`config.mk`:
```
export PLATFORM = sky130hd
export DESIGN_NAME = fpu_fround
export DESIGN_NICKNAME = d
export VERILOG_FILES = /design/src/rtl/fpu_fround_pkg.sv /design/src/rtl/fpu_rsh.sv /design/src/rtl/fpu_fround.sv
export SDC_FILE = /design/constraint.sdc
export NUM_CORES = 1
export LEC_CHECK = 0
export CAP_MARGIN = 10
export CORE_ASPECT_RATIO = 0.75
export CORE_MARGIN = 3
export CORE_UTILIZATION = 36
export CTS_BUF_LIST = sky130_fd_sc_hd__clkbuf_8
export DETAILED_ROUTE_END_ITERATION = 6
export GPL_TIMING_DRIVEN = 0
export PLACE_DENSITY = 0.59
export SKIP_LAST_GASP = 1
export SYNTH_ARGS = -nofsm -noshare
export SYNTH_HDL_FRONTEND = slang
export SYNTH_SLANG_ARGS = --single-unit
```
`constraint.sdc`:
```
create_clock -name clk -period 4.4 [get_ports clk]
set_clock_uncertainty 0.05 [all_clocks]
set_input_delay 0.66 -clock clk [delete_from_list [all_inputs] [get_ports clk]]
set_output_delay 0.66 -clock clk [all_outputs]
set_load 0.1 [all_outputs]
```
`src/rtl/fpu_fround_pkg.sv`:
```
// Shared FPU constants, flag positions and rounding-stage types.
package fpu_fround_pkg;

  localparam logic [31:0]        FP32_QNAN   = 32'h7FBFFFFF;
  localparam logic [31:0]        FP32_MAXFIN = 32'h7F7FFFFF;
  localparam logic [31:0]        FP32_INF    = 32'h7F800000;
  localparam logic signed [11:0] FP32_BIAS   = 12'sd127;

  // FPSCR cause-field bit positions within o_flags
  localparam int unsigned FLAG_V = 4;
  localparam int unsigned FLAG_Z = 3;
  localparam int unsigned FLAG_O = 2;
  localparam int unsigned FLAG_U = 1;
  localparam int unsigned FLAG_I = 0;

  // FPSCR.RM encodings
  typedef enum logic {
    RM_RN = 1'b0,
    RM_RZ = 1'b1
  } rm_e;

  // Result class decided in S1, consumed by the S2 packer
  typedef enum logic [2:0] {
    CLS_NAN,
    CLS_INF,
    CLS_ZERO,
    CLS_OVF,
    CLS_FLUSH,
    CLS_FIN
  } cls_e;

endpackage

```
`src/rtl/fpu_rsh.sv`:
```
// Residual-collecting right shifter: shifted data plus OR of all bits lost.
module fpu_rsh #(
  parameter int WIDTH  = 25,
  parameter int SWIDTH = 12
) (
  input  logic [WIDTH-1:0]  data_in,
  input  logic [SWIDTH-1:0] shamt,
  output logic [WIDTH-1:0]  data_out,
  output logic              sticky
);

  logic [WIDTH-1:0] ones;
  logic [WIDTH-1:0] lost_mask;

  // Shift amounts >= WIDTH clear the data and fold everything into sticky
  always_comb begin
    ones      = '1;
    lost_mask = ~(ones << shamt);
    data_out  = data_in >> shamt;
    sticky    = |(data_in & lost_mask);
  end

endmodule

```
`src/rtl/fpu_fround.sv`:
```
// Round-and-pack stage: unpacked FPU result -> IEEE-754 binary32 + FPSCR flags.
module fpu_fround #(
  parameter int TAG_W = 5
) (
  input  logic             clk,
  input  logic             rst_n,
  input  logic             rm,
  input  logic             dn,
  input  logic             i_valid,
  output logic             i_ready,
  input  logic [TAG_W-1:0] i_tag,
  input  logic             i_sign,
  input  logic [10:0]      i_exp,
  input  logic [24:0]      i_frac,
  input  logic             i_is_zero,
  input  logic             i_is_inf,
  input  logic             i_is_nan,
  input  logic             i_invalid,
  output logic             o_valid,
  input  logic             o_ready,
  output logic [TAG_W-1:0] o_tag,
  output logic [31:0]      o_result,
  output logic [4:0]       o_flags
);

  import fpu_fround_pkg::*;

  // ---------------- handshake ----------------
  logic s1_valid;
  logic s2_load;
  logic s1_advance;
  logic s1_load;

  assign s2_load    = !o_valid || o_ready;
  assign s1_advance = s1_valid && s2_load;
  assign i_ready    = !s1_valid || s1_advance;
  assign s1_load    = i_valid && i_ready;

  // ---------------- S1 combinational ----------------
  logic signed [11:0] be;
  logic signed [11:0] sh_raw;
  logic [11:0]        sh_amt;
  logic               tiny;
  logic               ovf;
  logic [24:0]        sh_data;
  logic               sh_sticky;

  assign be     = $signed({i_exp[10], i_exp}) + FP32_BIAS;
  assign tiny   = (be <= 12'sd0);
  assign ovf    = (be >= 12'sd255);
  assign sh_raw = 12'sd1 - be;
  assign sh_amt = !tiny ? 12'd0 : ((sh_raw > 12'sd26) ? 12'd26 : sh_raw);

  fpu_rsh #(
    .WIDTH  (25),
    .SWIDTH (12)
  ) u_rsh (
    .data_in  ({1'b1, i_frac[24:1]}),
    .shamt    (sh_amt),
    .data_out (sh_data),
    .sticky   (sh_sticky)
  );

  cls_e        c_cls;
  logic [7:0]  c_e8;
  logic [22:0] c_m23;
  logic        c_lsb;
  logic        c_g;
  logic        c_s;
  logic        c_tiny;
  logic        c_rup;
  logic        c_inexact;

  // Classify the input and pick the mantissa/guard/sticky set to round.
  // The subnormal path reuses the normal packer: its exponent field is the
  // surviving hidden bit (always 0 after a shift >= 1), and a round carry out
  // of the 23-bit field then lands in the exponent as 1.
  always_comb begin
    c_cls  = CLS_FIN;
    c_e8   = be[7:0];
    c_m23  = i_frac[24:2];
    c_lsb  = i_frac[2];
    c_g    = i_frac[1];
    c_s    = i_frac[0];
    c_tiny = 1'b0;
    if (i_is_nan) begin
      c_cls = CLS_NAN;
    end else if (i_is_inf) begin
      c_cls = CLS_INF;
    end else if (i_is_zero) begin
      c_cls = CLS_ZERO;
    end else if (ovf) begin
      c_cls = CLS_OVF;
    end else if (tiny) begin
      if (dn) begin
        c_cls = CLS_FLUSH;
      end else begin
        c_e8   = {7'd0, sh_data[24]};
        c_m23  = sh_data[23:1];
        c_lsb  = sh_data[1];
        c_g    = sh_data[0];
        c_s    = sh_sticky | i_frac[0];
        c_tiny = 1'b1;
      end
    end
    c_rup     = (rm_e'(rm) == RM_RN) && c_g && (c_s || c_lsb);
    c_inexact = c_g | c_s;
  end

  // ---------------- S1 register ----------------
  logic [TAG_W-1:0] s1_tag;
  logic             s1_sign;
  cls_e             s1_cls;
  rm_e              s1_rm;
  logic [7:0]       s1_e8;
  logic [22:0]      s1_m23;
  logic             s1_rup;
  logic             s1_inexact;
  logic             s1_tiny;
  logic             s1_inv;

  // S1: capture classification and round decision; rm/dn are frozen here
  always_ff @(posedge clk or negedge rst_n) begin
    if (!rst_n) begin
      s1_valid   <= 1'b0;
      s1_tag     <= '0;
      s1_sign    <= 1'b0;
      s1_cls     <= CLS_ZERO;
      s1_rm      <= RM_RN;
      s1_e8      <= '0;
      s1_m23     <= '0;
      s1_rup     <= 1'b0;
      s1_inexact <= 1'b0;
      s1_tiny    <= 1'b0;
      s1_inv     <= 1'b0;
    end else begin
      if (s1_load) begin
        s1_valid   <= 1'b1;
        s1_tag     <= i_tag;
        s1_sign    <= i_sign;
        s1_cls     <= c_cls;
        s1_rm      <= rm_e'(rm);
        s1_e8      <= c_e8;
        s1_m23     <= c_m23;
        s1_rup     <= c_rup;
        s1_inexact <= c_inexact;
        s1_tiny    <= c_tiny;
        s1_inv     <= i_invalid;
      end else if (s1_advance) begin
        s1_valid <= 1'b0;
      end
    end
  end

  // ---------------- S2 combinational ----------------
  logic [30:0] sum;
  logic [31:0] ovf_word;
  logic [31:0] p_res;
  logic [4:0]  p_flg;

  assign sum      = {s1_e8, s1_m23} + 31'(s1_rup);
  assign ovf_word = (s1_rm == RM_RN) ? {s1_sign, FP32_INF[30:0]}
                                     : {s1_sign, FP32_MAXFIN[30:0]};

  // Increment, post-round overflow check, pack and flag generation
  always_comb begin
    p_res         = {s1_sign, 31'd0};
    p_flg         = '0;
    p_flg[FLAG_V] = s1_inv;
    p_flg[FLAG_Z] = 1'b0;
    case (s1_cls)
      CLS_NAN:  p_res = FP32_QNAN;
      CLS_INF:  p_res = {s1_sign, FP32_INF[30:0]};
      CLS_ZERO: p_res = {s1_sign, 31'd0};
      CLS_OVF: begin
        p_res         = ovf_word;
        p_flg[FLAG_O] = 1'b1;
        p_flg[FLAG_I] = 1'b1;
      end
      CLS_FLUSH: begin
        p_res         = {s1_sign, 31'd0};
        p_flg[FLAG_U] = 1'b1;
        p_flg[FLAG_I] = 1'b1;
      end
      default: begin
        if (sum[30:23] == 8'hFF) begin
          p_res         = ovf_word;
          p_flg[FLAG_O] = 1'b1;
          p_flg[FLAG_I] = 1'b1;
        end else begin
          p_res         = {s1_sign, sum};
          p_flg[FLAG_U] = s1_tiny & s1_inexact;
          p_flg[FLAG_I] = s1_inexact;
        end
      end
    endcase
  end

  // S2: output register, holds while the consumer stalls
  always_ff @(posedge clk or negedge rst_n) begin
    if (!rst_n) begin
      o_valid  <= 1'b0;
      o_tag    <= '0;
      o_result <= '0;
      o_flags  <= '0;
    end else if (s2_load) begin
      o_valid <= s1_valid;
      if (s1_valid) begin
        o_tag    <= s1_tag;
        o_result <= p_res;
        o_flags  <= p_flg;
      end
    end
  end

endmodule

```
After elaboration in Yosys (flattened, before gate mapping)

Cells that the tools add are included.

Add/subtract/negate cells: 3
Order comparisons: 3
Equal/unequal tests: 5
Shift-type cells: 2
Mux-type cells: 55
Bitwise gates (word level): 6
Reduce and logical (&&, ||, !) cells: 18

Operator list:

| kind                   | count |
|---|---|
| $mux 23                | 6 |
| $pmux 32 s4            | 1 |
| $mux 8                 | 6 |
| $add 31x1->31          | 1 |
| $mux 1                 | 31 |
| $mux 31                | 1 |
| $and 25x25->25         | 1 |
| $not 25->25            | 1 |
| $reduce_or 25->1       | 1 |
| $shl 25x12->25 const A | 1 |
| $shr 25x12->25         | 1 |
| $mux 12                | 2 |
| $mux 24                | 1 |
| $add 11x8->12 const B  | 1 |
| $ge 12x9->1 const B    | 1 |
| $gt 12x6->1 const B    | 1 |
| $le 12x1->1 const B    | 1 |
| $mux 3                 | 4 |
| $sub 2x12->12 const A  | 1 |
| $eq 8x8->1 const B     | 1 |
| $reduce_or 4->1        | 2 |
| $eq 3x2->1 const B     | 2 |
| $pmux 1 s2             | 3 |
| $logic_and 1x1->1      | 4 |
| 12 further kinds       | 17 |

Register bits after elaboration: 88
Output and inout bits: 44
Logic and storage cells: 107

Depth between registers and ports, before layout

Gate-level depths: netlist of run 1.

Word-level depth: 18
Mapped depth: 21
Depth with buffers taken out: 17

By module

A second synthesis of run 1 with hierarchy kept.

Cell total of the unflattened synthesis: 856
Area total of the unflattened synthesis: 7221.9 um^2

By module, submodules not included:

| module     | times used | cells each | area each (um^2) |
|---|---|---|---|
| fpu_fround | 1          | 610        | 5370.2 |
| fpu_rsh    | 1          | 246        | 1851.8 |

Worst setup path after synthesis of run 1

No wires, ideal clock.

Path type: input to register
From: in i_exp[0]
To: reg s1_m23[3]
Setup time: 0.129 ns
Data arrival time: 4.629 ns
Setup slack: -0.407 ns
Stages: 20
Cell sequence: inv_1 -> ha_1 -> clkbuf_1 -> xnor2_1 -> inv_1 -> ha_1 -> clkbuf_1 -> inv_1 -> a22oi_1 -> o211ai_1 -> and3_1 -> o21a_1 -> buf_2 -> a31o_2 -> a21oi_2 -> buf_2 -> nor2_1 -> o32a_1 -> a221oi_1 -> a21oi_1

Longest elaborated chain between the ends: 12
Elaborated cells between the ends (all ways): 14
Those cells by class: add/sub (2); order compare (3); shift (1); mux (8)

RTL lines:

| element              | line              | text |
|---|---|---|
| start, declared      | fpu_fround.sv:13  | `input logic [10:0] i_exp,` |
| $add 11x8->12 (*)    | fpu_fround.sv:48  | `assign be = $signed({i_exp[10], i_exp}) + FP32_BIAS;` |
| $sub 2x12->12        | fpu_fround.sv:51  | `assign sh_raw = 12'sd1 - be;` |
| $gt 12x6->1          | fpu_fround.sv:52  | `assign sh_amt = !tiny ? 12'd0 : ((sh_raw > 12'sd26) ? 12'd26 : sh_raw);` |
| $mux 12 (2 in a row) | fpu_fround.sv:52  |  |
| $shr 25x12->25       | fpu_rsh.sv:19     | `data_out = data_in >> shamt;` |
| $mux 23              | fpu_fround.sv:95  | `if (dn) begin` |
| $mux 23              | fpu_fround.sv:94  | `end else if (tiny) begin` |
| $mux 23 (*)          | fpu_fround.sv:92  | `end else if (ovf) begin` |
| $mux 23 (*)          | fpu_fround.sv:90  | `end else if (i_is_zero) begin` |
| $mux 23 (*)          | fpu_fround.sv:88  | `end else if (i_is_inf) begin` |
| $mux 23 (*)          | fpu_fround.sv:86  | `if (i_is_nan) begin` |
| end signal, assigned | fpu_fround.sv:144 | `s1_m23 <= c_m23;` |
| end, declared        | fpu_fround.sv:116 | `logic [22:0] s1_m23;` |

Every way passes the cells marked *; elsewhere a longest branch is shown, timed or not.
A chain may end at the register's enable or synchronous reset.

Worst setup path after layout of run 1

From: in i_exp[6]
To: reg s1_rup

Longest elaborated chain between the ends: 18
Elaborated cells between the ends (all ways): 34
Those cells by class: add/sub (2); order compare (3); shift (2); mux (20); bitwise (3); reduce/logical (4)

RTL lines:

| element               | line              | text |
|---|---|---|
| $add 11x8->12 (*)     | fpu_fround.sv:48  |  |
| $sub 2x12->12         | fpu_fround.sv:51  |  |
| $gt 12x6->1           | fpu_fround.sv:52  |  |
| $mux 12 (2 in a row)  | fpu_fround.sv:52  |  |
| $shl 25x12->25        | fpu_rsh.sv:18     | `lost_mask = ~(ones << shamt);` |
| $not 25->25           | fpu_rsh.sv:18     |  |
| $and 25x25->25        | fpu_rsh.sv:20     | `sticky = \|(data_in & lost_mask);` |
| $reduce_or 25->1      | fpu_rsh.sv:20     |  |
| $or 1x1->1            | fpu_fround.sv:102 | `c_s = sh_sticky \| i_frac[0];` |
| $mux 1                | fpu_fround.sv:95  |  |
| $mux 1                | fpu_fround.sv:94  |  |
| $mux 1                | fpu_fround.sv:92  |  |
| $mux 1                | fpu_fround.sv:90  |  |
| $mux 1                | fpu_fround.sv:88  |  |
| $mux 1                | fpu_fround.sv:86  |  |
| $logic_or 1x1->1      | fpu_fround.sv:106 | `c_rup = (rm_e'(rm) == RM_RN) && c_g && (c_s \|\| c_lsb);` |
| $logic_and 1x1->1 (*) | fpu_fround.sv:106 |  |
| end signal, assigned  | fpu_fround.sv:145 | `s1_rup <= c_rup;` |
| end, declared         | fpu_fround.sv:117 | `logic s1_rup;` |

Marked as above.

==> results_dict.tcl, run 1 <==
set metrics [dict create \
    synthArstFlopShare 1.00 \
    synth-edff-count 0 \
    vias_per_cell 6.00 \
    mostFrequentLayoutCell "nand2_1" \
    clock_path_buffers 2 \
    irDropWorstVdd_uv 290 \
    relSlewSlack 0.337 \
    diodes 0 \
    overflow 0 \
    worst_path_largest_cell_delay_ns 0.53 \
    netlist_area_um2 7080 \
    post_drt_wl_per_cell_um 20.9 \
    slew_violations 0 \
    crit_arrival_ns 4.52 \
    syn_inst 900 \
    port_buffers 91 \
    design.core.area_um2 18900 \
    wirelength_mm 26.6 \
    netlist-cell-type-count 92 \
    cts_tree "built" \
    die_w_um 168 \
    h-tree-depth 3 \
    power.internal_w 0.00170 \
    io_pins 96 \
    fp.dieArea_um2 21400 \
    drc 0 \
    crit_top_cell "buf_4" \
    r2r_slack_ns 0.46 \
    powerDensity_nw_per_um2 359 \
    setup_violations 0 \
    synth_fp_nets 959 \
    crit_path_start "i_exp[6]" \
    clkSinkCount 88 \
    crit_path_max_fanout 8 \
    cts_buffers 9 \
    fp-row-count 43 \
    fin_crit_sh 0.978 \
    cpMaxStageDelayCell "mux4_2" \
    cp.required_ns 4.62 \
    yosysSeqAreaShare 0.311 \
    synth_seq_cells 88 \
    die_y_um 127 \
    cpLargestDelayFamily "simple AND/OR/NAND/NOR gates" \
    status "finished clean" \
    grt_max_degree 61 \
    grt_pass1_wl_mm 41.3 \
    gp_congestion 1.00 \
    endpoint_kind "register" \
    hold_class "in2async" \
    grtUsageTotal 0.243 \
    dr.first_iter.drc_count 729 \
    vias 7614 \
    hold_viol 0 \
    net-switching-power_w 0.00161 \
    yosysWarnings 0 \
    cap_violations 0 \
    fin_ws_ns 0.0953 \
    antenna_found_initial 0 \
    power.total_w 0.00331 \
    ant_nets 0 \
    syn_to_final_growth_pct 30.3 \
    cts-root-buf "clkbuf_8" \
    path_cells "dlygate4sd2_1 > or4_4 > nor4b_4 > a211oi_4 > or3_4 > o31ai_4 > buf_4 > buf_4 > nand4_1 > o31a_1 > mux4_2 > nand2_2 > o2111a_1 > a31oi_1 > a221oi_2" \
    mostFrequentLayoutCells "nand2_1, nor2_1, dfrtp_1" \
    critical_path_buf_inv_count 3 \
    nets 1075 \
    path_class "in2reg" \
    clk_latency_ns 0.37 \
    swShare 0.487 \
    grt_pass1_vias 7312 \
    cts_hold_buffers 0 \
    hpwl_mm 20.2 \
    comb_power_share 0.498 \
    tightest_slew_ns 0.991 \
    start_kind "input port" \
    p_clk_frac 0.182 \
    whs_ns 0.146 \
    n_fill_cell 1892 \
    ys.flop_type "dfrtp_1" \
    layout-drive-gt1-share 0.155 \
    fmax_mhz 232 \
    rr_startpoint "s1_m23[0]$_DFFE_PN0P_" \
    seq_power_share 0.320 \
    cts.clk_slew.worst_paths_ns 0.10 \
    start_util 0.375 \
    power.leakage_nw 3.62 \
    postSynthAreaPerCell_um2 7.86 \
    dr.pass1.iters 5 \
    place_ws_ns -2.33 \
    fin_crit_ns 4.30 \
]
-- cell type report --
type	count	area, um^2	area share
clock buffer	10	138	0.0149
clock inverter	6	72.6	0.00787
inverter	20	81.3	0.00882
buffer	57	334	0.0362
tap	247	309	0.0335
multi-input combinational	732	5030	0.545
timing repair buffer	108	1060	0.115
sequential	88	2200	0.239
-- power groups by stage --
stage / Clock, W / Sequential [W] / Combinational, W
2_1_floorplan: 0 / 0.00167 / 0.000493
3_3_place_gp: 0 / 0.00107 / 0.00154
3_5_place_dp: 0 / 0.00107 / 0.00154
4_1_cts: 0.000620 / 0.00106 / 0.00161
5_1_grt: 0.000649 / 0.00108 / 0.00173
6_report: 0.000603 / 0.00106 / 0.00165
-- per-stage QoR --
step           instance area, um^2  TNS, ns  std cells  utilization
3_3_place_gp                  8330  -111.78       1238        0.441
2_1_floorplan                 7110        0        900            -
4_1_cts                       8980        0       1263        0.475
3_5_place_dp                  8360   -48.27       1239        0.442
5_1_grt                       9220  -0.0789       1268        0.488
6_report                      9220        0       1268        0.488
-- what timing repair did --
item / CTS / global route
resized for setup: 88 / 56
buffers inserted: 11 / 5
setup endpoints to repair: 28 / 51
pin swaps: 10 / 14
-- cells in the mapped netlist, types with 3 or more instances --
master	n	area (um^2)
a221oi_1	10	87.6
nand3_1	25	125
nor3_2	5	50.1
nand2_1	136	510
nand4_1	16	100
dfrtp_1	87	2180
xor2_1	18	158
o31ai_1	21	158
o21a_1	9	67.6
ha_1	7	87.6
or3_1	7	43.8
o22a_1	3	26.3
a31oi_1	10	62.6
o2111ai_1	5	43.8
a21o_1	4	30.0
a211oi_1	9	67.6
xnor2_1	19	166
buf_2	9	45.0
buf_1	3	11.3
and3_1	6	37.5
mux2i_1	28	280
nor2b_1	3	18.8
and2_1	10	62.6
o211a_1	4	40.0
o22ai_1	4	25.0
mux2_2	5	56.3
inv_1	20	75.1
a32oi_1	4	35.0
nand2b_1	7	43.8
clkbuf_1	43	161
a22o_1	11	96.3
a22oi_1	7	52.6
a21oi_1	63	315
nor3b_1	3	22.5
nor2_1	92	345
o211ai_1	19	143
o221ai_1	3	26.3
o21ai_1	11	55.1
buf_6	4	45.0
o21ai_0	70	350
or2_2	3	18.8
nor3_1	14	70.1
-- path summary, 6_finish.rpt --
kind                       cells after the start                       end
max reg2reg                                   14  o_result[20]$_DFFE_PN0P_
max                                           15        s1_rup$_DFFE_PN0P_
min in group clk                               2      o_tag[1]$_DFFE_PN0P_
max in group asynchronous                      2   o_result[7]$_DFFE_PN0P_
min reg2reg                                    2      o_tag[1]$_DFFE_PN0P_
min                                            1    o_flags[2]$_DFFE_PN0P_
-- routing by layer --
layer  GRT usage  wire length (um)
met2       0.346             11100
met4      0.0534               510
met3      0.0677              2370
met1       0.362             12600
met5      0.0183                51
-- sequential cells by signal, indices dropped and copies added, names as in the netlist --
register    flops
o_flags         4
o_result       32
o_tag           5
o_valid         1
s1_cls          3
s1_e8           8
s1_inexact      1
s1_inv          1
s1_m23         23
s1_rm           1
s1_rup          1
s1_sign         1
s1_tag          5
s1_tiny         1
s1_valid        1
-- kinds of logic (layout without fill, tap and decap cells) --
group,Yosys count,after routing,share of synthesized area
other,1,1,0.000530
AND/OR/NAND/NOR,343,343,0.226
AO/OA/AOI/OAI,306,306,0.294
buffers and inverters,80,201,0.0488
multiplexers,37,37,0.0576
adder cells (fa/ha/maj),7,7,0.0124
flip-flops,88,88,0.311
XOR/XNOR,38,38,0.0490
Note: power is estimated with default switching activity, not from simulation.
==> run 2, diff against run 1 <==
--- a/config.mk
+++ b/config.mk
@@ -10,6 +10,7 @@
 export CORE_MARGIN = 3
 export CORE_UTILIZATION = 36
 export CTS_BUF_LIST = sky130_fd_sc_hd__clkbuf_8
+export CTS_CLUSTER_SIZE = 30
 export DETAILED_ROUTE_END_ITERATION = 6
 export GPL_TIMING_DRIVEN = 0
 export PLACE_DENSITY = 0.59
==> results of run 2 <==
No change in the layout: final DEF, timing and power equal those of run 1.
==> run 3, diff against run 2 <==
--- a/config.mk
+++ b/config.mk
@@ -10,11 +10,9 @@
 export CORE_MARGIN = 3
 export CORE_UTILIZATION = 36
 export CTS_BUF_LIST = sky130_fd_sc_hd__clkbuf_8
-export CTS_CLUSTER_SIZE = 30
 export DETAILED_ROUTE_END_ITERATION = 6
 export GPL_TIMING_DRIVEN = 0
 export PLACE_DENSITY = 0.59
-export SKIP_LAST_GASP = 1
 export SYNTH_ARGS = -nofsm -noshare
 export SYNTH_HDL_FRONTEND = slang
 export SYNTH_SLANG_ARGS = --single-unit
==> results of run 3 <==
No change in the layout: final DEF, timing and power equal those of run 1.
